[src/rtl/game_controller.sv]
`default_nettype none
// ============================================================================
// Module   : game_controller
// Purpose  : run/pause/step/clear sequencing and tick pacing for a life engine
// Revision : 1.0
// ============================================================================
module game_controller #(
  parameter int TICK_DIV = 500000
) (
  input  logic        clk,
  input  logic        rst_n,
  input  logic        btn_run,
  input  logic        btn_step,
  input  logic        btn_clear,
  input  logic        btn_speed,
  output logic        gen_start,
  input  logic        gen_done,
  output logic        clear_start,
  input  logic        clear_done,
  output logic        running,
  output logic [1:0]  speed,
  output logic [15:0] gen_count
);

  localparam int CNT_W = $clog2(TICK_DIV) + 4;
  localparam logic [CNT_W-1:0] c_TICK_DIV = CNT_W'(TICK_DIV);
  localparam logic [CNT_W-1:0] c_ONE      = CNT_W'(1);

  localparam logic [1:0] c_IDLE  = 2'd0;
  localparam logic [1:0] c_WAIT  = 2'd1;
  localparam logic [1:0] c_GEN   = 2'd2;
  localparam logic [1:0] c_CLEAR = 2'd3;

  logic [1:0]       r_state;
  logic [1:0]       w_nextState;
  logic             r_btnRunQ, r_btnStepQ, r_btnClearQ, r_btnSpeedQ;
  logic             r_clearPending;
  logic [CNT_W-1:0] r_count;

  logic             w_runEdge, w_stepEdge, w_clearEdge, w_speedEdge;
  logic             w_genRunning;
  logic [CNT_W-1:0] w_loadVal;

  logic             w_genStartNxt, w_clearStartNxt, w_runningNxt, w_pendingNxt;
  logic [15:0]      w_genCountNxt;
  logic [CNT_W-1:0] w_countNxt;

  assign w_runEdge   = btn_run   & ~r_btnRunQ;
  assign w_stepEdge  = btn_step  & ~r_btnStepQ;
  assign w_clearEdge = btn_clear & ~r_btnClearQ;
  assign w_speedEdge = btn_speed & ~r_btnSpeedQ;

  // Counter holds remaining WAIT cycles minus one; expiry is the cycle it reads zero.
  assign w_loadVal = (c_TICK_DIV << (2'd3 - speed)) - c_ONE;

  // While a clear is pending the run button is locked out; running stays low.
  assign w_genRunning = w_clearEdge ? 1'b0 : (running ^ (w_runEdge & ~r_clearPending));

  always_ff @(posedge clk or negedge rst_n) begin
    if (!rst_n) begin
      r_state <= c_IDLE;
    end else begin
      r_state <= w_nextState;
    end
  end

  always_comb begin
    w_nextState = r_state;
    case (r_state)
      c_IDLE: begin
        if (w_clearEdge)     w_nextState = c_CLEAR;
        else if (w_runEdge)  w_nextState = c_WAIT;
        else if (w_stepEdge) w_nextState = c_GEN;
      end
      c_WAIT: begin
        if (w_clearEdge)        w_nextState = c_CLEAR;
        else if (w_runEdge)     w_nextState = c_IDLE;
        else if (r_count == '0) w_nextState = c_GEN;
      end
      c_GEN: begin
        if (gen_done) begin
          if (w_clearEdge || r_clearPending) w_nextState = c_CLEAR;
          else if (w_genRunning)             w_nextState = c_WAIT;
          else                               w_nextState = c_IDLE;
        end
      end
      default: begin
        if (clear_done) w_nextState = c_IDLE;
      end
    endcase
  end

  always_comb begin
    w_genStartNxt   = (r_state != c_GEN)   && (w_nextState == c_GEN);
    w_clearStartNxt = (r_state != c_CLEAR) && (w_nextState == c_CLEAR);
    w_runningNxt    = running;
    w_pendingNxt    = r_clearPending;
    w_genCountNxt   = gen_count;
    case (r_state)
      c_IDLE:  w_runningNxt = (w_nextState == c_WAIT);
      c_WAIT:  w_runningNxt = (w_nextState == c_WAIT) || (w_nextState == c_GEN);
      c_GEN: begin
        w_runningNxt = w_genRunning;
        if (w_clearEdge) w_pendingNxt = 1'b1;
        if (gen_done)    w_genCountNxt = gen_count + 16'd1;
      end
      default: begin
        w_runningNxt = 1'b0;
        if (clear_done) begin
          w_genCountNxt = 16'd0;
          w_pendingNxt  = 1'b0;
        end
      end
    endcase
    if (w_nextState == c_WAIT && r_state != c_WAIT) begin
      w_countNxt = w_loadVal;
    end else if (w_nextState == c_WAIT) begin
      w_countNxt = r_count - c_ONE;
    end else begin
      w_countNxt = '0;
    end
  end

  // Button history resets high so a button held through reset gives no edge.
  always_ff @(posedge clk or negedge rst_n) begin
    if (!rst_n) begin
      r_btnRunQ      <= 1'b1;
      r_btnStepQ     <= 1'b1;
      r_btnClearQ    <= 1'b1;
      r_btnSpeedQ    <= 1'b1;
      gen_start      <= 1'b0;
      clear_start    <= 1'b0;
      running        <= 1'b0;
      speed          <= 2'd0;
      gen_count      <= 16'd0;
      r_clearPending <= 1'b0;
      r_count        <= '0;
    end else begin
      r_btnRunQ      <= btn_run;
      r_btnStepQ     <= btn_step;
      r_btnClearQ    <= btn_clear;
      r_btnSpeedQ    <= btn_speed;
      gen_start      <= w_genStartNxt;
      clear_start    <= w_clearStartNxt;
      running        <= w_runningNxt;
      speed          <= speed + {1'b0, w_speedEdge};
      gen_count      <= w_genCountNxt;
      r_clearPending <= w_pendingNxt;
      r_count        <= w_countNxt;
    end
  end

endmodule
`default_nettype wire
[config.mk]
export PLATFORM = sky130hd
export DESIGN_NAME = game_controller
export DESIGN_NICKNAME = d
export VERILOG_FILES = /design/src/rtl/game_controller.sv
export SDC_FILE = /design/constraint.sdc
export NUM_CORES = 1
export LEC_CHECK = 0
export BUFFER_PORTS_ARGS = -buffer_cell sky130_fd_sc_hd__buf_2
export CAP_MARGIN = 20
export CORE_ASPECT_RATIO = 1.1
export CORE_MARGIN = 3
export CORE_UTILIZATION = 40
export CTS_CLUSTER_DIAMETER = 30
export DETAILED_ROUTE_END_ITERATION = 7
export SYNTH_ARGS = -nofsm -noshare
export SYNTH_HDL_FRONTEND = slang
export SYNTH_SLANG_ARGS = --single-unit
[constraint.sdc]
create_clock -name clk -period 2.2 [get_ports clk]
set_input_delay 0.33 -clock clk [delete_from_list [all_inputs] [get_ports clk]]
set_output_delay 0.33 -clock clk [all_outputs]
set_load 0.05 [all_outputs]
## Word-level counts from Yosys, hierarchy flattened

Cells that the tools add are included.

| storage, ports and cells | value |
|---|---|
| bits in registers | 51 |
| output and inout bits | 21 |
| word-level logic and storage cells | 72 |
| input port bits | 8 |

| operators by class | value |
|---|---|
| shift-type cells | 1 |
| equality and inequality tests | 10 |
| mux-type cells | 21 |
| bitwise logic cells | 12 |
| $add $sub $neg | 5 |
| reduce and logical (&&, ||, !) cells | 11 |

Operators with widths:

| operator | count |
|---|---|
| 2-to-1 mux 23 bit | 2 |
| subtractor 23 x 1 -> 23 bit, second input constant | 2 |
| 2-to-1 mux 16 bit | 2 |
| case mux 16 bit (2 select lines) | 1 |
| zero test 23 bit | 1 |
| << shifter 19 x 2 -> 23 bit, first input constant | 1 |
| 2-to-1 mux 2 bit | 9 |
| adder 16 x 1 -> 16 bit, second input constant | 1 |
| inequality test 2 bit, second input constant | 4 |
| == test 2 bit, second input constant | 3 |
| NOT 1 bit | 6 |
| case mux 2 bit (3 select lines) | 1 |
| AND reduction 3 bit | 2 |
| AND 1 bit | 5 |
| == test 2 x 1 -> 1 bit, second input constant | 2 |
| 2-to-1 mux 1 bit | 4 |
| logical AND 1 bit | 3 |
| case mux 1 bit (3 select lines) | 1 |
| adder 2 x 1 -> 2 bit | 1 |
| zero test 2 bit | 1 |
| logical OR 1 bit | 2 |
| inequality test 2 x 1 -> 1 bit, second input constant | 1 |
| case mux 1 bit (2 select lines) | 1 |
| nonzero test 2 bit | 1 |
| other kinds (3) | 3 |

## Longest topological paths before layout

Gate-level depths: netlist of the first run.

| logic depth | value |
|---|---|
| word-level depth | 12 |
| mapped depth | 11 |
| depth with buffers taken out | 11 |

## Least setup slack after synthesis of the first run

OpenSTA, ideal clock, no wires.

| timing path | value |
|---|---|
| kind | register to register |
| start point | register r_count[13] |
| end point | register running |
| cell stages (with the launch flop) | 11 |
| library setup time | 0.101 ns |
| arrival time | 2.076 ns |
| clock period less this slack | 2.176 ns |
| required time | 2.099 ns |
| path slack | 0.024 ns |
| buffers on the path | 1 |
| cells stage by stage | dfrtp_1 > or4_4 > buf_6 > nor3b_2 > a21boi_0 > o21ai_0 > a21o_1 > ha_1 > inv_1 > a21oi_1 > o32ai_1 |

| on the way | value |
|---|---|
| word-level cells in the longest chain between the ends | 8 |
| elaborated cells on any way between the ends | 9 |

RTL lines:

| element | line | source |
|---|---|---|
| from (decl) | 38 | `logic [CNT_W-1:0] r_count;` |
| from (signal assigned) | 149 | `r_count <= w_countNxt;` |
| zero test 23 bit (*) | 78 | `else if (r_count == '0) w_nextState = c_GEN;` |
| 2-to-1 mux 2 bit (*) | 78 |  |
| 2-to-1 mux 2 bit (*) | 77 | `else if (w_runEdge) w_nextState = c_IDLE;` |
| 2-to-1 mux 2 bit (*) | 76 | `if (w_clearEdge) w_nextState = c_CLEAR;` |
| case mux 2 bit (3 select lines) (*) | 69 | `case (r_state)` |
| == test 2 x 1 -> 1 bit / == test 2 bit (equally long branches) | 100, 101 |  |
| logical OR 1 bit | 101 | `c_WAIT: w_runningNxt = (w_nextState == c_WAIT) \|\| (w_nextState == c_GEN);` |
| case mux 1 bit (3 select lines) (*) | 99 | `case (r_state)` |
| net w_runningNxt | 44 | `logic w_genStartNxt, w_clearStartNxt, w_runningNxt, w_pendingNxt;` |
| to (signal assigned) | 145 | `running <= w_runningNxt;` |
| to (decl) | 20 | `output logic running,` |

Mark *: on every way through the listed nets, which the timed path passes. The rest lies on a longest branch.
A chain may end at the register's enable or synchronous reset.

## Final worst setup path of the first run

Same ends and word-level chain as after synthesis.

==> results of run 1 <==
-- where the power goes --
group / internal, mW / switching, mW / leakage (nW)
Combinational: 1.17 / 1.57 / 0.818
Clock: 0.224 / 0.308 / 0.0422
Sequential: 1.19 / 0.305 / 0.670
Total: 2.58 / 2.18 / 1.53
-- routing by layer --
| layer | share of wire, % | global-route usage [%] |
|---|---|---|
| met1 | 46 | 20.1 |
| met2 | 49 | 26.2 |
| met3 | 3.5 | 2.88 |
| met4 | 1.4 | 5.97 |
| met5 | 0 | 0 |
-- logic make-up after synthesis --
family / Yosys count
multiplexers: 2
AND/OR/NAND/NOR: 110
adder cells (fa/ha/maj): 13
buffers and inverters: 23
XOR/XNOR: 29
AO/OA/AOI/OAI: 59
flip-flops: 51
-- through the flow --
step	cells	TNS, ns	hold slack [ns]
2_1_floorplan	287	0	0.0344
3_3_place_gp	409	0	0.367
3_5_place_dp	409	-0.0457	0.385
4_1_cts	417	0	0.0437
5_1_grt	420	-0.0387	0.0492
6_report	420	0	0.0185
-- cell type report --
cell class / count / area (µm²)
fill: 634 / 3430
multi-input combinational: 213 / 1500
sequential: 51 / 1280
timing repair buffer: 55 / 355
tap: 82 / 103
clock buffer: 7 / 76.3
inverter: 11 / 41.3
clock inverter: 1 / 5.00
-- state kept, by name, summed over array words and instances (netlist names) --
register        cells
clear_start         1
gen_count          16
gen_start           1
r_btnClearQ         1
r_btnRunQ           1
r_btnSpeedQ         1
r_btnStepQ          1
r_clearPending      1
r_count            23
r_state             2
running             1
speed               2
-- synth_stat cells, types with 2 or more instances --
cell type	count	area share, %
dfrtp_1	47	41
nor2_1	26	3.4
a21oi_1	19	3.3
xnor2_1	19	5.8
a211oi_1	13	3.4
ha_1	13	5.7
nand2_1	12	1.6
nor3_1	12	2.1
o21ai_0	12	2.1
inv_1	11	1.4
xor2_1	10	3.1
nand4_1	8	1.7
nand2b_1	7	1.5
and3_1	6	1.3
clkbuf_1	6	0.78
nand3_1	5	0.87
nor2b_1	5	1.1
nor4_1	5	1.1
or3_1	5	1.1
dfstp_2	4	3.7
and4_1	3	0.92
a211oi_2	2	0.87
and2_1	2	0.44
buf_4	2	0.52
nor3_2	2	0.70
o21a_1	2	0.52
or4_4	2	0.78
-- worst paths after layout --
check                            start             end  slack, ns  depth (start not counted)
min in group clk             btn_speed     r_btnSpeedQ       0.12                          1
min reg2reg                 r_count[0]      r_count[0]       0.51                          1
max in group asynchronous        rst_n      r_btnStepQ       1.49                          2
max reg2reg                r_count[13]         running       0.05                          9
max                        r_count[13]         running       0.05                          9
min                              rst_n  r_clearPending       0.02                          1
-- what timing repair did --
action	in CTS	in global routing
resized for setup	2	3
setup endpoints to repair	1	1
pin swaps	0	8
gates cloned	0	0
setup buffers	0	3
==> impl_metrics.ini, run 1 <==
[placed_design]
dpl_cell_area_mm2 = 0.00324
port_buffers = 28
hpwl_um = 4280
pre_cts_ws_ns = -0.0457
place.gp.congestion = 0.833

[clocking]
cts_sinks = 51
cts-htree-levels = 2
cts_hold_buf = 0
clk_latency_ns = 0.30
numCtsBuffers = 5
cts_buffer_depth = 2
path_clk_slew_ns = 0.09
tritoncts = yes
cts_root_buf = clkbuf_8

[power_and_ir_drop]
power_mw = 4.76
powerDensity_mw_per_mm2 = 1420
leakage_nw = 1.53
max-vdd-ir-drop_mv = 0.957

[synthesis]
synthMuxAreaShare_pct = 0.741
synth-edff-count = 0
synthesis.nets = 308
yosysWarningCount = 0
syn_avg_cell_area_um2 = 10.0
synthArstFlopShare_pct = 100
yosys.area_share.adder_pct = 5.67
synth_top_family_by_area = simple AND/OR/NAND/NOR gates
synth_area_mm2 = 0.00287
synth-xor-area-share_pct = 8.85
synthSimpleGateAreaFrac_pct = 23.0
ys_seq_area_share_pct = 44.7
ys.flop_type = dfrtp_1
synth.distinct_cells = 54
syn_inst = 287
synth_seq_cells = 51
synth_compound_area_share_pct = 13.3

[worst_setup_path]
crit_family = simple AND/OR/NAND/NOR gates
crit_buf_inv = 1
slowest_delay_ns = 0.56
crit_chain = or4_4, nor3b_4, a21boi_1, o21ai_1, a21o_1, ha_1, inv_1, a21oi_2, o32ai_2
cp_max_fo = 3
arrival_ns = 2.36
crit_slowest_cell = or4_4
worstSetupPathType = reg2reg
start_kind = register
cp.required_ns = 2.42
cp-end-kind = register

[layout]
syn_to_final_growth_pct = 17.1
drive_above_1_share_pct = 24.3
num_antenna_cells = 0
layout_commonest_cell = dfrtp_1
fin_util_pct = 49.5
mostFrequentLayoutCells = dfrtp_1 (47), buf_2 (28), nor2_1 (26), buf_4 (26), xnor2_1 (19)
finalInstanceArea_mm2 = 0.00336
final_net_count = 358

[die]
core_area_mm2 = 0.00679
initial_utilization_pct = 42.3
num_rows = 31
fp.dieW_um = 86.8
die-area_mm2 = 0.00823
die_y_um = 94.8
io_pins = 29

[worst_hold_path]
worstHoldPathType = in2async

[routing]
drt_first_iter_violations = 71
firstDrtPassIters = 6
drt_drc_violations_left = 0
ant_nets = 0
vias_per_cell = 5.34
routedWlPerCell_um = 14.4
wl_um = 6060
vias = 2244

[grt]
grt-ovfl-total = 0
grt_pass1_vias = 2230
antenna_found_initial = 0
grt_pass1_wl_um = 10400
grt_max_degree = 26
track_usage_pct = 15.7

[sta]
period_share_pct = 97.5
slew_violations = 0
finalHoldViolCount = 0
max-slew-margin-rel_pct = 60.3
rsz0062_at_grt = true
setup_viol = 0
finalCriticalPeriod_ns = 2.15
clock.fmax_ghz = 0.466
finalWorstSetupSlack_ns = 0.0545
skew_ns = 0.00307
tightestPinTransition_ns = 0.595

[status]
status = completed

[flow_run]
max_cap_violations = 0
Note: power is estimated with default switching activity, not from simulation.
==> run 2, diff against run 1 <==
==> constraint.sdc (replaced) <==
create_clock -name clk -period 2.2 [get_ports clk]
set_input_delay 0 -clock clk [delete_from_list [all_inputs] [get_ports clk]]
set_output_delay 0 -clock clk [all_outputs]
set_load 0.05 [all_outputs]
==> impl_metrics.ini, run 2 (same netlist as run 1, synthesis figures left out) <==
[clocking]
cts-htree-levels = 2
cts_sinks = 51
cts_root_buf = clkbuf_8
numCtsBuffers = 5
clk_latency_ns = 0.30
cts_buffer_depth = 2
path_clk_slew_ns = 0.09
tritoncts = yes

[layout]
drive_above_1_share_pct = 23.5
largest-register = r_count
num_antenna_cells = 0
fin_cells = 422
register_area_mm2 = 0.00128
layout_commonest_cell = dfrtp_1
fin_util_pct = 50.1
largest_register_ffs = 23
nFillCells = 623
multi_input_area_mm2 = 0.00150
final_net_count = 360
biggestRegsByFlops = r_count: 23 flops, gen_count: 16 flops
syn_to_final_growth_pct = 18.6
mostFrequentLayoutCells = dfrtp_1 (47), buf_2 (28), nor2_1 (26), buf_4 (22), xnor2_1 (19)

[die]
io_pins = 29
die_y_um = 94.8
num_rows = 31
initial_utilization_pct = 42.3
fp.dieW_um = 86.8
die-area_mm2 = 0.00823
core_area_mm2 = 0.00679

[power_and_ir_drop]
p_clk_share_pct = 11.2
powerDensity_mw_per_mm2 = 1380
leakage_nw = 1.54
p_switching_mw = 2.15
power_frac_seq_pct = 31.8
pwr-share-comb_pct = 57.0
power_mw = 4.71
max-vdd-ir-drop_mv = 0.796
p_int_mw = 2.56
p_sw_share_pct = 45.6

[worst_setup_path]
cp-end-kind = register
cp.required_ns = 2.41
rrSetupSlack_ns = 0.1
regToRegStartpoint = r_count[12]
timing.rr.end = running
worstSetupPathType = reg2reg
critPathCapture = running
arrival_ns = 2.32
cp_max_fo = 3
reg2reg_depth = 9
start_kind = register
crit_start = r_count[12]

[routing]
wl_um = 5950
vias_per_cell = 5.36
ant_nets = 0
routedWlPerCell_um = 14.1
drt_drc_violations_left = 0
drt_first_iter_violations = 53
firstDrtPassIters = 4
vias = 2263

[sta]
slew_violations = 0
setup_viol = 0
clock.fmax_ghz = 0.475
finalHoldViolCount = 0
tightestPinTransition_ns = 0.644
finalWorstSetupSlack_ns = 0.0951
finalCriticalPeriod_ns = 2.10
fin_hold_ws_ns = 0.122
skew_ns = 0.00511
max-slew-margin-rel_pct = 57.1
period_share_pct = 95.7

[flow_run]
max_cap_violations = 0

[placed_design]
place.gp.congestion = 0.773
hpwl_um = 4210
pre_cts_ws_ns = 0.0323
port_buffers = 28
place_inst = 406

[grt]
grt_pass1_wl_um = 9980
track_usage_pct = 15.2
grt-ovfl-total = 0
antenna_found_initial = 0
grt_max_degree = 27
grt_pass1_vias = 2103

[status]
status = completed

[worst_hold_path]
worstHoldPathType = in2reg
-- run 2: cell types whose count changed in the layout (fill, tap and decap cells not counted), sizes merged --
cell / change
buf: -3
dlygate4sd3: +5
-- run 2: per-layer routing --
metal	track usage, %	share of wire, %	wire length (µm)	vias to the layer above
met5	0	0	0	-
met4	5.32	1.3	80	0
met3	2.62	3.2	191	7
met2	24.0	47	2820	28
met1	20.9	48	2860	1094
li1	-	-	-	1134
-- run 2: area by class of cell --
class                      count  share of cell area [%]
multi-input combinational    213                    44.1
sequential                    51                    37.6
timing repair buffer          57                    11.6
tap                           82                    3.01
clock buffer                   7                    2.24
inverter                      11                    1.21
clock inverter                 1                   0.147
-- run 2: timing repair --
item	in CTS	in global routing
setup buffers	0	3
endpoints found under the hold margin	25	0
gates resized for setup	1	5
gates cloned	0	0
hold buffers	5	0
pin swaps	0	8
setup endpoints to repair	1	1
-- run 2: worst min path at each step --
stage                          start             end  cells after the start
after floorplan                rst_n     clear_start                      0
after global placement         rst_n  r_clearPending                      1
after detailed placement       rst_n  r_clearPending                      1
after CTS                 clear_done      r_state[0]                      3
after global routing      clear_done      r_state[0]                      3
final                     clear_done      r_state[0]                      3
-- run 2: critical path, stage by stage, from the launching register on --
cell and delay, ns:
dfrtp_1 0.39, or4_4 0.56, nor3b_4 0.24, a21boi_1 0.09, o21ai_1 0.18, a21o_1 0.14
ha_1 0.21, inv_1 0.07, a21oi_2 0.04, o32ai_1 0.09
-- run 2: stage by stage --
stage	TNS (ns)	cell area (µm²)
6_report	0	3400
5_1_grt	-0.00661	3400
4_1_cts	0	3360
3_5_place_dp	0	3230
3_3_place_gp	0	3230
2_1_floorplan	0	2870
-- run 2: power by group through the flow --
stage	registers, mW	clock network [mW]	logic, mW
floorplan	1.69	0	1.69
global route	1.55	0.574	2.96
finish	1.50	0.529	2.68
global placement	1.50	0	2.57
CTS	1.50	0.551	2.62
detailed placement	1.51	0	2.59
==> run 3, diff against run 2 <==
Settings changed: ABC_AREA from default to 1, CORE_ASPECT_RATIO 1.1 to 0.7.
==> impl_metrics.ini, run 3 <==
[die]
io_pins = 29
die_y_um = 77.8
die-area_mm2 = 0.00845
initial_utilization_pct = 42.4
fp.dieW_um = 109
num_rows = 25
core_area_mm2 = 0.00694

[routing]
routedWlPerCell_um = 12.9
met2WireLength_um = 2620
wl_um = 6500
ant_nets = 0
highest_layer = met4
vias = 2447
firstDrtPassIters = 5
vias_per_cell = 4.86
drt_drc_violations_left = 0
met3_length_um = 361
drt_first_iter_violations = 130
wirelength_met1_um = 3470

[synthesis]
synth_area_mm2 = 0.00295
synth_top_cell_by_area = dfrtp_1
synthMuxAreaShare_pct = 0
syn_inst = 368
synth.distinct_cells = 33
synth-edff-count = 0
synth-xor-area-share_pct = 5.06
synthesis.nets = 389
synth_top_family_by_area = simple AND/OR/NAND/NOR gates
synth_seq_cells = 51
ys.flop_type = dfrtp_1
syn_avg_cell_area_um2 = 8.00
ys_seq_area_share_pct = 43.5
synthArstFlopShare_pct = 100
yosysWarningCount = 0
yosysMostFrequentCell = nand2_1
synth_top_area_share_pct = 39.9
yosys.area_share.adder_pct = 5.52
synth_compound_area_share_pct = 8.11
synth.top_cells.by_area = dfrtp_1 (40%), nand2_1 (8.9%), inv_1 (6.2%), nor2_1 (6.2%), ha_1 (5.5%)
netlist_top_cells_count = nand2_1 (70), inv_1 (49), nor2_1 (49), dfrtp_1 (47), a21oi_1 (31)
synthSimpleGateAreaFrac_pct = 29.9

[sta]
finalCriticalPeriod_ns = 1.96
tightestPinTransition_ns = 0.636
fin_hold_ws_ns = 0.0828
setup_viol = 0
clock.fmax_ghz = 0.509
finalHoldViolCount = 0
fin_setup_tns_ns = 0
slew_violations = 0
rsz0062_at_grt = false
period_share_pct = 89.3
max-slew-margin-rel_pct = 57.6
skew_ns = 0.0103

[placed_design]
place.gp.congestion = 0.846
port_buffers = 28
hpwl_um = 4720

[clocking]
path_clk_slew_ns = 0.10
cts_buffer_depth = 2
cts_root_buf = clkbuf_8
cts_setup_buffers = 0
cts-htree-levels = 2
cts_sinks = 51
clk_latency_ns = 0.31
numCtsBuffers = 5
tritoncts = yes

[worst_setup_path]
worstSetupPathType = reg2reg
arrival_ns = 2.18
start_kind = register
cp_max_fo = 4
cp.required_ns = 2.42
cp-end-kind = register

[layout]
drive_above_1_share_pct = 17.1
final_net_count = 430
syn_to_final_growth_pct = 15.1
largest-register = r_count
biggestRegsByFlops = r_count: 23 flops, gen_count: 16 flops
layout_commonest_cell = nand2_1
mostFrequentLayoutCells = nand2_1 (69), nor2_1 (49), inv_1 (49), dfrtp_1 (47), a21oi_1 (31)
num_antenna_cells = 0
largest_register_ffs = 23

[worst_hold_path]
worstHoldPathType = in2reg

[grt]
grt-ovfl-total = 0
antenna_found_initial = 0
grt_max_degree = 52
grt_pass1_vias = 2365
grt_pass1_wl_um = 11600
track_usage_pct = 17.1

[power_and_ir_drop]
max-vdd-ir-drop_mv = 0.582
leakage_nw = 1.90
powerDensity_mw_per_mm2 = 1540

[flow_run]
max_cap_violations = 0

[status]
status = completed
[run 3: worst max-delay path: stages, from the launching register on]
cell and delay, ns:
dfrtp_1 0.39, inv_1 0.07, ha_1 0.19, nand2_2 0.11
nor2_4 0.13, nand3_1 0.10, nand2_1 0.07, nand2_1 0.05
nand2_1 0.10, nand3_2 0.11, inv_1 0.08, ha_1 0.22
nor2_1 0.11, a41oi_1 0.05, o21ai_0 0.10
[run 3: layer usage]
metal	GRT usage [%]	vias up
li1	-	1257
met1	27.0	1128
met2	23.2	57
met3	3.82	5
met4	4.16	0
met5	0	-
[run 3: stage by stage]
step | area [µm²] | setup WS [ns] | util [%] | cells | power [mW]
final | 3390 | 0.236 | 48.8 | 504 | 5.22
after floorplan | 2950 | 0.133 | - | 368 | 3.76
after detailed placement | 3220 | 0.209 | 46.3 | 490 | 4.52
after CTS | 3390 | 0.186 | 48.8 | 504 | 5.23
after global routing | 3390 | 0.0166 | 48.8 | 504 | 5.76
after global placement | 3220 | 0.263 | 46.3 | 490 | 4.53
[run 3: path summary, 6_finish.rpt]
check | from | end | slack (ns) | depth (start not counted)
min in group asynchronous | rst_n | speed[0] | 0.33 | 3
max in group asynchronous | rst_n | gen_count[0] | 1.45 | 3
setup reg to reg | r_count[0] | running | 0.24 | 14
setup / recovery | r_count[0] | running | 0.24 | 14
hold reg to reg | r_count[0] | r_count[0] | 0.45 | 1
hold / removal | clear_done | gen_count[6] | 0.08 | 4
[run 3: cell families (layout without fill, tap and decap cells)]
group                    Yosys count  after routing
AND/OR/NAND/NOR                  184            184
buffers and inverters             58            100
flip-flops                        51             51
AO/OA/AOI/OAI                     45             45
XOR/XNOR                          17             17
adder cells (fa/ha/maj)           13             13
[run 3: final cells by class]
| cell class | instances | area [µm²] |
|---|---|---|
| Clock buffer | 5 | 68.8 |
| Clock inverter | 3 | 43.8 |
| Fill cell | 702 | 3550 |
| Inverter | 51 | 194 |
| Multi-Input combinational cell | 259 | 1430 |
| Sequential cell | 51 | 1280 |
| Tap cell | 94 | 118 |
| Timing Repair Buffer | 41 | 253 |
[run 3: repair_timing]
item / CTS / global route
hold buffers: 6 / 0
endpoints found under the setup margin: 0 / 1
endpoints found under the hold margin: 52 / 0
resized for setup: 0 / 1
[run 3: report_power, final]
group | internal [mW] | total, mW | switching (mW) | leakage, nW
Combinational | 1.08 | 3.16 | 2.07 | 1.17
Sequential | 1.17 | 1.40 | 0.231 | 0.675
Clock | 0.339 | 0.668 | 0.329 | 0.0581
